--- src/rtl/mcpu_ram_ctrl_v2_pkg.sv ---
`default_nettype none
// +----------------------------------------------------------------------------+
// | Module      : mcpu_ram_pkg                                                 |
// | Description : Shared types and default constants for the MCPU RAM          |
// |               controller: FSM state enum, default word/address widths and  |
// |               the default fill word.                                       |
// | Revision    : 2.0 - clocked, parametrised controller                      |
// +----------------------------------------------------------------------------+
package mcpu_ram_pkg;

    localparam int unsigned c_DEF_WORD_SIZE  = 8;
    localparam int unsigned c_DEF_ADDR_WIDTH = 8;
    localparam int unsigned c_DEF_FILL_VALUE = 0;

    typedef enum logic [0:0] {
        ST_CLEAR = 1'b0,
        ST_RUN   = 1'b1
    } state_t;

endpackage
`default_nettype wire

--- src/rtl/mcpu_ram_ctrl_v2_if.sv ---
`default_nettype none
// +----------------------------------------------------------------------------+
// | Module      : mcpu_ram_ctrl_v2_if                                          |
// | Description : Bus bundle between the MCPU core and the RAM controller.     |
// |               Data port: d_req/d_we/d_addr/d_wdata in, d_ready/d_rvalid/   |
// |               d_rdata out. Fetch port: i_req/i_addr in, i_rvalid/i_rdata   |
// |               out. busy flags a running clear sequence.                    |
// |               master = core side, slave = controller side.                 |
// | Revision    : 2.0 - clocked, parametrised controller                      |
// +----------------------------------------------------------------------------+
interface mcpu_ram_ctrl_v2_if
    import mcpu_ram_pkg::*;
#(
    parameter int unsigned WORD_SIZE  = c_DEF_WORD_SIZE,
    parameter int unsigned ADDR_WIDTH = c_DEF_ADDR_WIDTH
) ();

    logic                  d_req;
    logic                  d_we;
    logic [ADDR_WIDTH-1:0] d_addr;
    logic [WORD_SIZE-1:0]  d_wdata;
    logic                  d_ready;
    logic                  d_rvalid;
    logic [WORD_SIZE-1:0]  d_rdata;
    logic                  i_req;
    logic [ADDR_WIDTH-1:0] i_addr;
    logic                  i_rvalid;
    logic [WORD_SIZE-1:0]  i_rdata;
    logic                  busy;

    modport master (
        output d_req, d_we, d_addr, d_wdata, i_req, i_addr,
        input  d_ready, d_rvalid, d_rdata, i_rvalid, i_rdata, busy
    );

    modport slave (
        input  d_req, d_we, d_addr, d_wdata, i_req, i_addr,
        output d_ready, d_rvalid, d_rdata, i_rvalid, i_rdata, busy
    );

endinterface
`default_nettype wire

--- src/rtl/mcpu_ram_clear_seq.sv ---
`default_nettype none
// +----------------------------------------------------------------------------+
// | Module      : mcpu_ram_clear_seq                                           |
// | Description : Post-reset clear sequencer. Walks addresses 0..RAM_SIZE-1,   |
// |               one per cycle, asserting o_we; o_last marks the final write  |
// |               and o_busy drops on the edge that performs it.               |
// |               Ports: clk, rst_n (async, active-low), o_busy, o_we,         |
// |               o_last, o_addr.                                              |
// | Revision    : 2.0 - clocked, parametrised controller                      |
// +----------------------------------------------------------------------------+
module mcpu_ram_clear_seq #(
    parameter int unsigned RAM_SIZE = 256,
    parameter int unsigned IDX_W    = 8
) (
    input  wire logic             clk,
    input  wire logic             rst_n,
    output logic                  o_busy,
    output logic                  o_we,
    output logic                  o_last,
    output logic [IDX_W-1:0]      o_addr
);

    localparam logic [IDX_W-1:0] c_LAST = IDX_W'(RAM_SIZE - 1);

    logic [IDX_W-1:0] r_addr;
    logic             r_busy;
    logic             w_last;

    assign w_last = r_busy && (r_addr == c_LAST);

    always_ff @(posedge clk or negedge rst_n) begin
        if (!rst_n) begin
            r_addr <= '0;
            r_busy <= 1'b1;
        end else if (r_busy) begin
            if (w_last) begin
                r_busy <= 1'b0;
            end else begin
                r_addr <= r_addr + IDX_W'(1);
            end
        end
    end

    assign o_busy = r_busy;
    assign o_we   = r_busy;
    assign o_last = w_last;
    assign o_addr = r_addr;

endmodule
`default_nettype wire

--- src/rtl/mcpu_ram_ctrl_v2.sv ---
`default_nettype none
// +----------------------------------------------------------------------------+
// | Module      : mcpu_ram_ctrl_v2                                             |
// | Description : Clocked RAM controller with a read/write data port and a     |
// |               read-only fetch port over one shared array, both with a      |
// |               registered one-cycle read latency. A write and a fetch to    |
// |               the same address on one edge resolve write-first.            |
// |               Out-of-range writes are dropped; out-of-range reads return   |
// |               FILL_VALUE.                                                  |
// |               Ports: clk, rst_n (async, active-low), bus (slave modport).  |
// |               Option macro MCPU_RAM_CLEAR_EN: after reset, fill the whole  |
// |               array with FILL_VALUE before accepting requests.             |
// | Revision    : 2.0 - clocked, parametrised controller                      |
// +----------------------------------------------------------------------------+
module mcpu_ram_ctrl_v2
    import mcpu_ram_pkg::*;
#(
    parameter int unsigned          WORD_SIZE  = c_DEF_WORD_SIZE,
    parameter int unsigned          ADDR_WIDTH = c_DEF_ADDR_WIDTH,
    // Must satisfy 1 <= RAM_SIZE <= 2**ADDR_WIDTH.
    parameter int unsigned          RAM_SIZE   = 1 << ADDR_WIDTH,
    parameter logic [WORD_SIZE-1:0] FILL_VALUE = WORD_SIZE'(c_DEF_FILL_VALUE)
) (
    input  wire logic         clk,
    input  wire logic         rst_n,
    mcpu_ram_ctrl_v2_if.slave bus
);

    localparam int unsigned             c_IDX_W    = (RAM_SIZE > 1) ? $clog2(RAM_SIZE) : 1;
    localparam logic [ADDR_WIDTH:0]     c_RAM_SIZE = (ADDR_WIDTH + 1)'(RAM_SIZE);

    logic [WORD_SIZE-1:0] r_mem [RAM_SIZE];

    state_t               r_state;
    state_t               w_state_nxt;
    logic                 r_ready;
    logic                 w_ready_nxt;

    logic                 r_d_rvalid;
    logic [WORD_SIZE-1:0] r_d_rdata;
    logic                 r_i_rvalid;
    logic [WORD_SIZE-1:0] r_i_rdata;

    logic                 w_d_acc;
    logic                 w_i_acc;
    logic                 w_d_inr;
    logic                 w_i_inr;
    logic                 w_wr_en;
    logic                 w_collide;
    logic [c_IDX_W-1:0]   w_d_idx;
    logic [c_IDX_W-1:0]   w_i_idx;

    logic                 w_clr_busy;
    logic                 w_clr_we;
    logic                 w_clr_last;
    logic [c_IDX_W-1:0]   w_clr_addr;

`ifdef MCPU_RAM_CLEAR_EN
    localparam state_t c_ST_RESET = ST_CLEAR;

    mcpu_ram_clear_seq #(
        .RAM_SIZE (RAM_SIZE),
        .IDX_W    (c_IDX_W)
    ) u_clear_seq (
        .clk    (clk),
        .rst_n  (rst_n),
        .o_busy (w_clr_busy),
        .o_we   (w_clr_we),
        .o_last (w_clr_last),
        .o_addr (w_clr_addr)
    );
`else
    localparam state_t c_ST_RESET = ST_RUN;

    assign w_clr_busy = 1'b0;
    assign w_clr_we   = 1'b0;
    assign w_clr_last = 1'b0;
    assign w_clr_addr = '0;
`endif

    // ---------------------------------------------------------------- FSM
    // d_ready is a registered output loaded from the next state, so it is low
    // during reset and rises on the same edge the FSM enters RUN.
    always_ff @(posedge clk or negedge rst_n) begin
        if (!rst_n) begin
            r_state <= c_ST_RESET;
            r_ready <= 1'b0;
        end else begin
            r_state <= w_state_nxt;
            r_ready <= w_ready_nxt;
        end
    end

    always_comb begin
        w_state_nxt = r_state;
        case (r_state)
            ST_CLEAR: if (w_clr_last) w_state_nxt = ST_RUN;
            ST_RUN:   w_state_nxt = ST_RUN;
            default:  w_state_nxt = c_ST_RESET;
        endcase
    end

    always_comb begin
        w_ready_nxt = 1'b0;
        if (w_state_nxt == ST_RUN) begin
            w_ready_nxt = 1'b1;
        end
    end

    // ------------------------------------------------------- port decode
    // The fetch port shares the data port's ready.
    assign w_d_acc   = bus.d_req && r_ready;
    assign w_i_acc   = bus.i_req && r_ready;
    assign w_d_inr   = ({1'b0, bus.d_addr} < c_RAM_SIZE);
    assign w_i_inr   = ({1'b0, bus.i_addr} < c_RAM_SIZE);
    assign w_d_idx   = bus.d_addr[c_IDX_W-1:0];
    assign w_i_idx   = bus.i_addr[c_IDX_W-1:0];
    assign w_wr_en   = w_d_acc && bus.d_we && w_d_inr;
    // Only a write that really lands is forwarded to the fetch port.
    assign w_collide = w_wr_en && (bus.d_addr == bus.i_addr);

    // ------------------------------------------------------------ memory
    // No reset here: contents survive reset except through the clear walk.
    always_ff @(posedge clk) begin
        if (w_clr_we) begin
            r_mem[w_clr_addr] <= FILL_VALUE;
        end else if (w_wr_en) begin
            r_mem[w_d_idx] <= bus.d_wdata;
        end
    end

    // ------------------------------------------------------- read ports
    always_ff @(posedge clk or negedge rst_n) begin
        if (!rst_n) begin
            r_d_rvalid <= 1'b0;
            r_d_rdata  <= '0;
            r_i_rvalid <= 1'b0;
            r_i_rdata  <= '0;
        end else begin
            r_d_rvalid <= w_d_acc && !bus.d_we;
            r_i_rvalid <= w_i_acc;
            if (w_d_acc && !bus.d_we) begin
                r_d_rdata <= w_d_inr ? r_mem[w_d_idx] : FILL_VALUE;
            end
            if (w_i_acc) begin
                if (!w_i_inr) begin
                    r_i_rdata <= FILL_VALUE;
                end else if (w_collide) begin
                    r_i_rdata <= bus.d_wdata;
                end else begin
                    r_i_rdata <= r_mem[w_i_idx];
                end
            end
        end
    end

    assign bus.d_ready  = r_ready;
    assign bus.d_rvalid = r_d_rvalid;
    assign bus.d_rdata  = r_d_rdata;
    assign bus.i_rvalid = r_i_rvalid;
    assign bus.i_rdata  = r_i_rdata;
    assign bus.busy     = w_clr_busy;

endmodule
`default_nettype wire

--- src/flat_wrapper.sv ---
// flat-port wrapper written by rule: the top's interface ports become plain ports
module mcpu_ram_ctrl_v2_flat import mcpu_ram_pkg::*;
#(
    parameter int unsigned          WORD_SIZE  = c_DEF_WORD_SIZE,
    parameter int unsigned          ADDR_WIDTH = c_DEF_ADDR_WIDTH,
                                                   
    parameter int unsigned          RAM_SIZE   = 1 << ADDR_WIDTH,
    parameter logic [WORD_SIZE-1:0] FILL_VALUE = WORD_SIZE'(c_DEF_FILL_VALUE)
)
  (clk, rst_n, bus_d_req, bus_d_we, bus_d_addr, bus_d_wdata, bus_i_req, bus_i_addr, bus_d_ready, bus_d_rvalid, bus_d_rdata, bus_i_rvalid, bus_i_rdata, bus_busy);
  mcpu_ram_ctrl_v2_if #(.WORD_SIZE(WORD_SIZE), .ADDR_WIDTH(ADDR_WIDTH)) bus_i ();
  input  wire logic clk;
  input  wire logic rst_n;
  input wire logic [$bits(bus_i.d_req)-1:0] bus_d_req;
  input wire logic [$bits(bus_i.d_we)-1:0] bus_d_we;
  input wire logic [$bits(bus_i.d_addr)-1:0] bus_d_addr;
  input wire logic [$bits(bus_i.d_wdata)-1:0] bus_d_wdata;
  input wire logic [$bits(bus_i.i_req)-1:0] bus_i_req;
  input wire logic [$bits(bus_i.i_addr)-1:0] bus_i_addr;
  output wire logic [$bits(bus_i.d_ready)-1:0] bus_d_ready;
  output wire logic [$bits(bus_i.d_rvalid)-1:0] bus_d_rvalid;
  output wire logic [$bits(bus_i.d_rdata)-1:0] bus_d_rdata;
  output wire logic [$bits(bus_i.i_rvalid)-1:0] bus_i_rvalid;
  output wire logic [$bits(bus_i.i_rdata)-1:0] bus_i_rdata;
  output wire logic [$bits(bus_i.busy)-1:0] bus_busy;
  assign bus_i.d_req = bus_d_req;
  assign bus_i.d_we = bus_d_we;
  assign bus_i.d_addr = bus_d_addr;
  assign bus_i.d_wdata = bus_d_wdata;
  assign bus_i.i_req = bus_i_req;
  assign bus_i.i_addr = bus_i_addr;
  assign bus_d_ready = bus_i.d_ready;
  assign bus_d_rvalid = bus_i.d_rvalid;
  assign bus_d_rdata = bus_i.d_rdata;
  assign bus_i_rvalid = bus_i.i_rvalid;
  assign bus_i_rdata = bus_i.i_rdata;
  assign bus_busy = bus_i.busy;
  mcpu_ram_ctrl_v2 #(.WORD_SIZE(WORD_SIZE), .ADDR_WIDTH(ADDR_WIDTH), .RAM_SIZE(RAM_SIZE), .FILL_VALUE(FILL_VALUE)) u_core (.clk(clk), .rst_n(rst_n), .bus(bus_i));
endmodule
--- config.mk ---
export PLATFORM = sky130hd
export DESIGN_NAME = mcpu_ram_ctrl_v2_flat
export DESIGN_NICKNAME = d
export VERILOG_FILES = /design/src/rtl/mcpu_ram_ctrl_v2_pkg.sv /design/src/rtl/mcpu_ram_ctrl_v2_if.sv /design/src/rtl/mcpu_ram_clear_seq.sv /design/src/rtl/mcpu_ram_ctrl_v2.sv /design/src/flat_wrapper.sv
export SDC_FILE = /design/constraint.sdc
export NUM_CORES = 2
export LEC_CHECK = 0
export ABC_AREA = 1
export BUFFER_PORTS_ARGS = -buffer_cell sky130_fd_sc_hd__buf_2
export CAP_MARGIN = 5
export CORE_MARGIN = 5
export CORE_UTILIZATION = 50
export DETAILED_ROUTE_END_ITERATION = 12
export PLACE_DENSITY_LB_ADDON = 0.1
export SLEW_MARGIN = 10
export SYNTH_ARGS = -nofsm -noshare
export SYNTH_HDL_FRONTEND = slang
export SYNTH_SLANG_ARGS = --single-unit
export TNS_END_PERCENT = 100
--- constraint.sdc ---
create_clock -name clk -period 3.15 [get_ports clk]
set_input_delay 0 -clock clk [delete_from_list [all_inputs] [get_ports clk]]
set_output_delay 0 -clock clk [all_outputs]
set_load 0.05 [all_outputs]
==> metrics.md <==
| Metric | Value |
|---|---|
| Status | `completed` |
| #FFs+latches synth | `2067` |
| Worst slew pin tran | `1095 ps` |
| Final Cycle Share | `89.69%` |
| Starting Density | `50.09%` |
| CTS root buffer | `clkbuf_16` |
| DRC errors left | `0` |
| # Post-CTS Setup Buffers | `0` |
| GPL Wtd Cong | `1.011` |
| P&R area growth vs syn | `14.97%` |
| Met3 Wirelength | `47970 um` |
| Final ANT Viol Nets | `0` |
| CTS Sinks | `2067` |
| CTS buffer count | `220` |
| Total congestion overflow | `0` |
| Die Width | `454.0 um` |
| Hold Path End | `u_core.r_mem[13][6]` |
| Row cnt | `163` |
| Crit. End Element | `register` |
| Clock Tree Buf Depth | `3` |
| Average cell area after synthesis | `9.941 sq um` |
| Clock-pin transition on the worst setup and hold timing paths | `60 ps` |
| Sw frac | `25.56%` |
| Worst Path Max Fanout | `10` |
| Switch Pwr | `16.09 mW` |
| Critical Path RT | `3730 ps` |
| Post-synthesis sequential area ratio | `62.87%` |
| TritonRoute pass-1 iters | `8` |
| CTS tree | `yes` |
| Reg2Reg Depth | `13` |
| Latest clock arrival within the worst-skew pair | `890 ps` |
| Final HPWL DP | `241600 um` |
| Die H | `454.0 um` |
| Clk_skew | `49.51 ps` |
| Internal Pwr Total | `46.84 mW` |
| Post-CTS resize count | `0` |
| Endpoints failing setup | `0` |
| CP Class | `input pin to register` |
| Layout cell share with drive strength beyond 1 | `10.48%` |
| R2r startpoint | `u_core.r_mem[161][3]` |
| 1st-iter DRT viols | `14917` |
| Top Ports | `49` |
| First-pass GRT wire length | `551800 um` |
| Hold Crit Start | `bus_d_req` |
| Critical Path Start Type | `input pin` |
| Maximum clock frequency | `353.9 MHz` |
| Portion of total power attributed to sequential cells | `48.2%` |
| Max Used Layer | `met5` |
| Slew headroom | `26.92%` |
| Syn Nets | `9945` |
| Post-layout util | `57.59%` |
| Fin Setup TNS | `0 ps` |
| Core area | `0.1968 sq mm` |
| Design area | `0.1133 sq mm` |
| CP Data Arrival Time | `3400 ps` |
| Worst hold path stage count | `5` |
| Post-route minimum period | `2825 ps` |
| Vias/cell | `6.555` |
| DRT met1 WL | `144900 um` |
| Mapped Cells | `9916` |
| Lkg Pwr | `41.92 nW` |
| Met2 WL | `168300 um` |
| Slew Limit Fails | `0` |
| Total wire length | `385400 um` |
| Die ar. | `0.2061 sq mm` |
| Placed insts | `12515` |
| Comb power frac | `10.4%` |
| RSZ-0062 raised after global routing | `no` |
| GRT Total Usage | `36.34%` |
| Clk pwr share | `41.4%` |
| VDD IR max | `0.5899 mV` |
| Final Non-Filler Cells | `12960` |
| Mapped Area | `0.09858 sq mm` |
| R2r setup slk | `340 ps` |
| Pwr Density | `555.3 mW/mm^2` |
| RR Endpoint | `u_core.bus.i_rdata[3]` |
| Syn. warnings | `0` |
| IO Port Bufs | `47` |
| Avg WL per Cell | `29.74 um` |
| Pre-CTS setup slack | `-213.3 ps` |
| Via count of the routed design | `84954` |
| Initial antenna violation count | `19` |
| Hold crit path type | `input pin to register` |
| H-tree levels | `4` |
| Nets | `10148` |
| Placed inst area | `0.1059 sq mm` |
| Max-Cap Viols | `0` |
| Worst setup margin | `324.7 ps` |
| Largest net degree at the start of global routing | `131` |
| Final Hold Fails | `0` |
| Number of global-route vias before repair | `79603` |
| Yosys cell types | `31` |
## cells by family (layout without fill, tap and decap cells)
| logic type | after synthesis | count (layout) | share of synthesized area, % |
|---|---|---|---|
| compound gates | 1083 | 1083 | 8.037 |
| xor+xnor | 3 | 3 | 0.02666 |
| buf+inv | 843 | 1236 | 3.667 |
| flops | 2067 | 2067 | 62.87 |
| other cells | 2 | 13 | 0.007618 |
| simple gates | 5918 | 5918 | 25.39 |
## synth_stat cells
cell type | n | area share [%]
dfrtp_1 | 19 | 0.48
or2_2 | 2 | 0.013
a21oi_1 | 41 | 0.21
clkbuf_1 | 323 | 1.2
nand2_1 | 3343 | 13
or4_1 | 1 | 0.0076
clkinv_1 | 15 | 0.057
nor2_2 | 1 | 0.0064
nor3_1 | 10 | 0.051
a22oi_1 | 1000 | 7.6
buf_2 | 297 | 1.5
o21ai_1 | 17 | 0.086
inv_1 | 51 | 0.19
nor2_1 | 421 | 1.6
nor2_4 | 2 | 0.023
nand4_1 | 73 | 0.46
buf_1 | 130 | 0.50
xnor2_1 | 2 | 0.018
conb_1 | 2 | 0.0076
nand3_1 | 2060 | 10
nand2_2 | 1 | 0.0064
edfxtp_1 | 2048 | 62
and3b_1 | 1 | 0.0089
buf_6 | 3 | 0.034
o21ai_0 | 25 | 0.13
buf_4 | 15 | 0.11
inv_2 | 9 | 0.034
nor3b_1 | 1 | 0.0076
xor2_1 | 1 | 0.0089
nor4b_1 | 1 | 0.0089
and3_1 | 1 | 0.0064
## sequential cells by signal, summed over array words and instances, names as in the netlist
name / count
u_core.bus.d_rvalid: 1
u_core.bus.i_rvalid: 1
u_core.bus.i_rdata: 8
u_core.r_mem: 2048
u_core.bus.d_ready: 1
u_core.bus.d_rdata: 8
## cell type report
class	count	area (sq um)
clock inverters	121	1157
well taps	2640	3303
clock buffers	291	5989
repair buffers	749	7491
fillers	16568	83480
diodes	11	27.53
inverters	75	321.6
multi-input cells	7006	33070
flip-flops and latches	2067	61970
## metal layers
layer,vias to the layer above,global-route usage (%)
li1,36060,-
met1,41248,50.15
met2,6491,53.88
met3,1139,8.207
met4,16,19.25
met5,-,0.2565
## critical path, stage by stage
cell           delay (ps)
dlygate4sd3_1         640
buf_2                 220
inv_1                  70
nor2_1                170
inv_1                 130
nor2_1                520
clkinv_1              690
nor2_1                680
buf_4                 270
## how the worst max path moves through the flow
stage                            end                  from  depth (start not counted)  slack [ps]
2_1_floorplan   u_core.r_mem[185][0]    u_core.bus.d_ready                          6         570
3_3_place_gp   u_core.bus.d_rdata[5]         bus_d_addr[1]                         14        -180
3_5_place_dp   u_core.bus.d_rdata[6]         bus_d_addr[1]                         13        -210
4_1_cts        u_core.bus.i_rdata[3]  u_core.r_mem[235][3]                         13         400
5_1_grt        u_core.bus.i_rdata[2]    u_core.bus.d_ready                          9         250
6_report        u_core.r_mem[111][4]         bus_d_addr[6]                          9         320
## cell usage in the layout (no fill, tap or decap), types with 16 or more instances in the layout
master	instances
nand2_1	3328
nand3_1	2059
edfxtp_1	2048
a22oi_1	1000
buf_4	537
nor2_1	416
clkbuf_16	226
buf_12	145
nand4_1	73
clkinv_1	58
clkbuf_1	56
inv_1	49
a21oi_1	41
clkinv_2	39
buf_2	34
o21ai_0	25
dlygate4sd3_1	21
dfrtp_1	19
bufinv_16	18
o21ai_1	17
nand2_2	16
## per-stage QoR
step | power, mW | hold slack [ps]
2_1_floorplan | 34.14 | -295.6
3_3_place_gp | 37.15 | 85.80
3_5_place_dp | 37.19 | 96.33
4_1_cts | 62.82 | 57.12
5_1_grt | 64.44 | 108.5
6_report | 62.93 | 134.8
## power groups by stage
stage          clock network (mW)  logic, mW  registers [mW]
3_3_place_gp                    0       6.25            30.9
2_1_floorplan                   0       3.11            31.0
5_1_grt                      27.3       6.82            30.3
4_1_cts                      26.2       6.33            30.3
3_5_place_dp                    0       6.28            30.9
6_report                     26.1       6.54            30.3
## what timing repair did
item | CTS | global route
endpoints found under the setup margin | 0 | 0
hold buffers | 22 | 0
endpoints found under the hold margin | 1780 | 0
Power figures use the tool's default switching activity.
